<file path="src/rtl/up_mem_arb.sv">
// up_mem_arb: two-requester arbiter for the up_core single-port data memory.
// One access per cycle, bounded round-robin fairness, lock for atomic RMW,
// read data returned one cycle after the grant.
module up_mem_arb #(
    parameter int AW       = 8,
    parameter int DW       = 8,
    parameter int MAX_HOLD = 4
) (
    input  logic          clk,
    input  logic          rst,
    input  logic          req_0,
    input  logic          lock_0,
    input  logic          we_0,
    input  logic [AW-1:0] addr_0,
    input  logic [DW-1:0] wdata_0,
    output logic          gnt_0,
    output logic          rvalid_0,
    output logic [DW-1:0] rdata_0,
    input  logic          req_1,
    input  logic          lock_1,
    input  logic          we_1,
    input  logic [AW-1:0] addr_1,
    input  logic [DW-1:0] wdata_1,
    output logic          gnt_1,
    output logic          rvalid_1,
    output logic [DW-1:0] rdata_1,
    output logic          mem_en,
    output logic          mem_we,
    output logic [AW-1:0] mem_addr,
    output logic [DW-1:0] mem_wdata,
    input  logic [DW-1:0] mem_rdata,
    output logic          locked
);

    localparam logic [3:0] HOLD_LIMIT = 4'(MAX_HOLD);

    logic          owner;
    logic [3:0]    hold_cnt;
    logic          locked_q;
    logic          rvalid_0_q;
    logic          rvalid_1_q;
    logic [DW-1:0] rdata_0_q;
    logic [DW-1:0] rdata_1_q;

    logic          grant_valid;
    logic          grant_id;
    logic          grant_lock;
    logic          owner_req;

    // Grant selection: lock pins the owner, otherwise fairness by hold count.
    always_comb begin
        grant_valid = 1'b0;
        grant_id    = 1'b0;
        owner_req   = owner ? req_1 : req_0;
        if (rst) begin
            grant_valid = 1'b0;
        end else if (locked_q) begin
            grant_valid = owner_req;
            grant_id    = owner;
        end else if (req_0 && req_1) begin
            grant_valid = 1'b1;
            grant_id    = (hold_cnt < HOLD_LIMIT) ? owner : ~owner;
        end else if (req_0 || req_1) begin
            grant_valid = 1'b1;
            grant_id    = req_1 && !req_0;
        end
        grant_lock = grant_id ? lock_1 : lock_0;
        gnt_0      = grant_valid && !grant_id;
        gnt_1      = grant_valid && grant_id;
    end

    // Memory port mux from the granted requester; idle port drives zeros.
    always_comb begin
        mem_en    = gnt_0 | gnt_1;
        mem_we    = 1'b0;
        mem_addr  = '0;
        mem_wdata = '0;
        if (gnt_0) begin
            mem_we    = we_0;
            mem_addr  = addr_0;
            mem_wdata = wdata_0;
        end else if (gnt_1) begin
            mem_we    = we_1;
            mem_addr  = addr_1;
            mem_wdata = wdata_1;
        end
    end

    // Ownership, fairness counter, lock and read-return state.
    always_ff @(posedge clk) begin
        if (rst) begin
            owner      <= 1'b0;
            hold_cnt   <= '0;
            locked_q   <= 1'b0;
            rvalid_0_q <= 1'b0;
            rvalid_1_q <= 1'b0;
            rdata_0_q  <= '0;
            rdata_1_q  <= '0;
        end else begin
            rvalid_0_q <= gnt_0 && !we_0;
            rvalid_1_q <= gnt_1 && !we_1;
            if (rvalid_0_q) rdata_0_q <= mem_rdata;
            if (rvalid_1_q) rdata_1_q <= mem_rdata;
            if (grant_valid) begin
                locked_q <= grant_lock;
                if (grant_id == owner) begin
                    if (hold_cnt != '1) hold_cnt <= hold_cnt + 4'd1;
                end else begin
                    owner    <= grant_id;
                    hold_cnt <= 4'd1;
                end
            end else if (locked_q && !owner_req) begin
                locked_q <= 1'b0;
            end
        end
    end

    // Read data passes straight through on the return cycle, then holds;
    // everything is forced low while reset is asserted.
    always_comb begin
        locked   = locked_q && !rst;
        rvalid_0 = rvalid_0_q && !rst;
        rvalid_1 = rvalid_1_q && !rst;
        rdata_0  = rst ? '0 : (rvalid_0_q ? mem_rdata : rdata_0_q);
        rdata_1  = rst ? '0 : (rvalid_1_q ? mem_rdata : rdata_1_q);
    end

endmodule

</file>
<file path="config.mk">
export PLATFORM = sky130hd
export DESIGN_NAME = up_mem_arb
export DESIGN_NICKNAME = d
export VERILOG_FILES = /design/src/rtl/up_mem_arb.sv
export SDC_FILE = /design/constraint.sdc
export NUM_CORES = 1
export LEC_CHECK = 0
export ABC_AREA = 1
export CAP_MARGIN = 20
export CORE_MARGIN = 1.5
export CORE_UTILIZATION = 38
export DETAILED_ROUTE_END_ITERATION = 10
export GPL_ROUTABILITY_DRIVEN = 0
export HOLD_SLACK_MARGIN = 0.03
export PLACE_DENSITY = 0.92
export SLEW_MARGIN = 20
export SYNTH_ARGS = -nofsm -noshare
export SYNTH_HDL_FRONTEND = slang
export SYNTH_SLANG_ARGS = --single-unit
</file>
<file path="constraint.sdc">
create_clock -name clk -period 2.6 [get_ports clk]
set_input_delay 0.52 -clock clk [delete_from_list [all_inputs] [get_ports clk]]
set_output_delay 0.52 -clock clk [all_outputs]
set_load 0.02 [all_outputs]
</file>
==> results of run 1 <==
[power breakdown]
group | switching [mW] | internal [mW]
Clock | 0.112 | 0.156
Sequential | 0.0161 | 0.391
Combinational | 0.170 | 0.165
[worst max-delay path: stages]
cell and delay [ns]:
clkdlybuf4s50_1 0.47, buf_4 0.20, inv_1 0.07, buf_4 0.15, o21ai_0 0.12, nor2_1 0.17
clkdlybuf4s15_1 0.33
[area by class of cell]
class                      instances  share of cell area [%]
multi-input combinational        119                    30.6
inverter                          13                    3.13
sequential                        24                    21.9
timing repair buffer             101                    39.5
clock inverter                     1                    1.37
clock buffer                       3                    1.03
tap                               44                    2.51
[synth_stat cells]
library cell	count	area, sq um
nor2_1	45	169
dfxtp_1	24	480
o21ai_0	16	80.1
nand2_1	15	56.3
a22o_1	9	78.8
a22o_2	9	90.1
nand3_1	9	45.0
inv_1	8	30.0
a21oi_1	2	10.0
clkinv_1	2	7.51
nand2_2	2	12.5
nand2_4	2	22.5
xor2_1	2	17.5
a21oi_4	1	16.3
a31oi_1	1	6.26
buf_12	1	20.0
buf_8	1	15.0
clkbuf_1	1	3.75
clkbuf_8	1	13.8
clkinv_4	1	8.76
ha_1	1	12.5
inv_2	1	3.75
inv_6	1	8.76
nand3_2	1	10.0
nand4_1	1	6.26
o21ai_1	1	5.00
o21ai_4	1	16.3
o31ai_1	1	7.51
[final timing paths]
kind         cells after the start            to         start  slack, ns
min                              2  rdata_0_q[1]  rdata_0_q[1]       0.52
max                              7    rdata_0[3]           rst       0.05
max reg2reg                     11   hold_cnt[0]      locked_q       0.93
min reg2reg                      2  rdata_0_q[1]  rdata_0_q[1]       0.52
[per-layer routing]
metal  track usage, %  share of wire (%)  vias up
met5                0                  0        -
met4             7.76                3.1        0
met3             5.33                5.6       10
met2             41.9                 53       55
met1             23.4                 39      674
li1                 -                  -      747
[stage by stage]
step,utilization [%],hold WS (ns),cell area (sq um),cells
floorplan,-,0.478,1250,160
global placement,71.6,0.497,2220,300
detailed placement,71.6,0.499,2220,300
CTS,70.8,0.529,2200,305
global route,70.8,0.561,2200,305
finish,70.8,0.524,2200,305
[cell families after synthesis]
family	count (synthesis)	share of synthesized area (%)
AOI/OAI and AO/OA	41	24.8
xor gates and xnor gates	2	1.40
adders and majority gates	1	0.998
buffers and inverters	17	8.88
DFF	24	38.3
and+or+nand+nor	75	25.6
[sequential cells by signal, summed over array words and instances (netlist names)]
signal / cells
rdata_0_q: 8
rvalid_0_q: 1
rdata_1_q: 8
rvalid_1_q: 1
hold_cnt: 4
owner: 1
locked_q: 1
[cells in the final DEF (no fill, tap or decap), drive strengths merged]
cell type	n
clkdlybuf4s50	48
nor2	45
buf	32
dfxtp	24
dlygate4sd2	19
nand2	19
o21ai	18
a22o	18
inv	10
nand3	10
clkbuf	3
clkinv	3
a21oi	3
xor2	2
nand4	1
o31ai	1
a31oi	1
ha	1
bufinv	1
dlymetal6s2s	1
clkdlybuf4s15	1
[repair_timing]
| action | CTS | global route |
|---|---|---|
| pin swaps | 2 | 2 |
| setup buffers | 1 | 0 |
| cloned | 0 | 0 |
| gates resized for setup | 89 | 6 |
| endpoints found under the setup margin | 36 | 20 |
==> metrics, run 1 <==
status=finished, final reports clean; CTS clk-pin slew, worst paths=between 0.1 and 0.15 ns; Clock Path Buffers=2; critical path class=in2out; Mapped Area=1250 sq um; IO Pins=87; CP Launch Type=input port; WL/cell=roughly 13 um; Fin Clk Skew=about 0.0025 ns; # rows=20; # DRC=0; Iter 0 DRT Violations=66; setup ws final=roughly 0.05 ns; Cell variety after synth=28; largest net degree at the start of global routing=20; TNS Setup=0 ns; post-route ant nets=0; crit path time final=roughly 2.6 ns; Seq. cell area=480 sq um; Pwr Total=around 1 mW; Slew HR=between 80% and 90%; Worst-Margin Slew=just under 0.3 ns; Critical Path RT=between 2 and 2.5 ns; H-tree Lvls=1; final setup fails=0; total clock sinks=24; CP endpoint kind=output pin; global-route wire length before repair=approximately 6.1 mm; Synth Instances=160; flops & latches, synth=24; Achievable Freq=392 MHz; yosys warns=0; max-slew violation count=0; n_diodes=0; share of layout cells above drive strength 1=22.2%; total track usage=between 20% and 30%; grt total ovfl=0; Hold Crit Class=reg2reg; die span in x=60.4 um; sequential share of the synthesized area=a little under two fifths; post-DR vias/cell=between 4 and 5; Power Density=around 460 nW/um^2; Die Ht=~60 um; endpoints failing hold=0; core area=about 3100 sq um; via count of the first global-routing pass=around 1400; RSZ-0062 raised after global routing=true; Die ar.=between 3000 and 4000 sq um; Avg Cell Area, Syn=between 7 and 8 sq um; CP Data Arrival Time=approximately 2.0 ns; Nets=a little over 300; starting density of the core=between 40 and 50%; initial antenna violation count=0; Synth-to-Final Area Change=75.2%; clock latency on the worst-skew pair=approximately 0.31 ns; max-cap viol count=0; area of the multi-input gates=between 600 and 700 sq um; IO buf count=between 80 and 90; TritonCTS Buffers=3; Leak=roughly 1.1 nW; CTS tree=built; Synth Net Count=approximately 210; DP HPWL=3.05 mm; final worst-path cycle share=a little over nine tenths; Max VDD drop=~210 uV; DRT Pass-1 Iters=4; hold_buf cts=0; fill count=262; Place WS=-0.420 ns; via count=approximately 1500; maximum fanout along the worst path=11; Detailed Route WL=between 3 and 4 mm; Root Driver=clkbuf_4
No activity file was read; power rests on OpenSTA's default activity.
==> run 2, diff against run 1 <==
- CORE_ASPECT_RATIO: unset -> 0.9
==> metrics, run 2 (synthesis gave the netlist of run 1 again) <==
endpoints failing hold=0; Largest regs=rdata_0_q: 8 flops, rdata_1_q: 8 flops, hold_cnt: 4 flops; fill count=about 240; IO buf count=86; Pwr Total=between 1 and 1.5 mW; Root Driver=clkbuf_4; Hold Crit Class=reg2reg; CP endpoint kind=output pin; critical path class=reg2out; max-slew violation count=0; grt total ovfl=0; global-route wire length before repair=~6 mm; Worst-Margin Slew=0.375 ns; clock latency on the worst-skew pair=0.31 ns; final setup fails=0; Synth-to-Final Area Change=73.8%; Critical Path RT=~2.1 ns; cell area after layout=roughly 2200 sq um; most common cell after layout, fill and taps aside=clkdlybuf4s50_1; area of the multi-input gates=669 sq um; Max VDD drop=between 200 and 250 uV; share of layout cells above drive strength 1=a little over a fifth; Die ar.=about 3700 sq um; post-DR vias/cell=between 4 and 5; Nets=306; Slew HR=between 70% and 80%; CTS clk-pin slew, worst paths=0.13 ns; die span in x=around 64 um; Power Density=between 400 and 500 nW/um^2; via count of the first global-routing pass=1400; final worst-path cycle share=about 95%; Detailed Route WL=around 3.8 mm; post-route ant nets=0; hold_buf cts=0; # rows=19; total clock sinks=24; maximum fanout along the worst path=9; final core occ=a little over two thirds; # DRC=0; RSZ-0062 raised after global routing=false; crit path time final=roughly 2.5 ns; Die Ht=between 50 and 60 um; CP Launch Type=flop; largest net degree at the start of global routing=20; DP Area=2180 sq um; Seq. cell area=roughly 480 sq um; total track usage=around a fifth; DRT Pass-1 Iters=4; Fin Clk Skew=roughly 0.0016 ns; CP Data Arrival Time=1.95 ns; placed insts=293; initial antenna violation count=0; IO Pins=87; starting density of the core=between 40 and 50%; Clock Path Buffers=2; TritonCTS Buffers=3; DP HPWL=roughly 2.8 mm; TNS Setup=0 ns; Iter 0 DRT Violations=a little over 60; Achievable Freq=404 MHz; post-route insts no fill=298; n_diodes=0; core area=3090 sq um; via count=1465; H-tree Lvls=1; WL/cell=about 13 um; max-cap viol count=0; CTS tree=built; Leak=1.01 nW; most frequent cells in the layout=clkdlybuf4s50_1, nor2_1, dfxtp_1; status=finished, final reports clean
==> run 2: metal layers <==
layer | GRT usage, % | share of wire (%) | up-vias
met1 | 26.2 | 42 | 673
met5 | 0 | 0 | -
met4 | 5.59 | 0.99 | 0
met2 | 35.8 | 51 | 56
li1 | - | - | 732
met3 | 3.75 | 5.8 | 4
==> run 2: path summary, 6_finish.rpt <==
check	from	end	slack, ns	cells after the start
worst max-delay path	rvalid_1_q	rvalid_1	0.13	3
worst min-delay path	rdata_1_q[7]	rdata_1_q[7]	0.53	2
worst max register to register	locked_q	hold_cnt[0]	0.96	9
worst min register to register	rdata_1_q[7]	rdata_1_q[7]	0.53	2
==> run 2: repair_timing <==
action                     4_1_cts  5_1_grt
resized for setup               76        6
buffers inserted                 0        1
setup endpoints to repair       36       27
pin swaps                        1        2
==> run 2: critical path, cell delays in order (launching register included) <==
cell             delay [ns]
dfxtp_1                0.52
clkinv_1               0.33
nor2_1                 0.18
clkdlybuf4s50_1        0.62
==> run 2: final cells by class <==
type / count / area share [%]
clock inverters: 1 / 1.38
clock buffers: 3 / 1.03
repair buffers: 96 / 38.9
multi-input cells: 119 / 30.7
inverters: 13 / 3.45
well taps: 42 / 2.41
flip-flops and latches: 24 / 22.1
==> run 2: power by group <==
group	internal (mW)	leakage, nW	total (mW)	switching [mW]
Combinational	0.167	0.787	0.336	0.169
Sequential	0.391	0.196	0.409	0.0173
Clock	0.156	0.0279	0.266	0.110
Total	0.714	1.01	1.01	0.296
==> run 2: per-stage QoR <==
step | worst slack, ns | hold slack, ns
5_1_grt | 0.00673 | 0.559
3_3_place_gp | -0.427 | 0.497
3_5_place_dp | -0.462 | 0.512
6_report | 0.127 | 0.529
4_1_cts | 0.0332 | 0.533
2_1_floorplan | 0.263 | 0.478
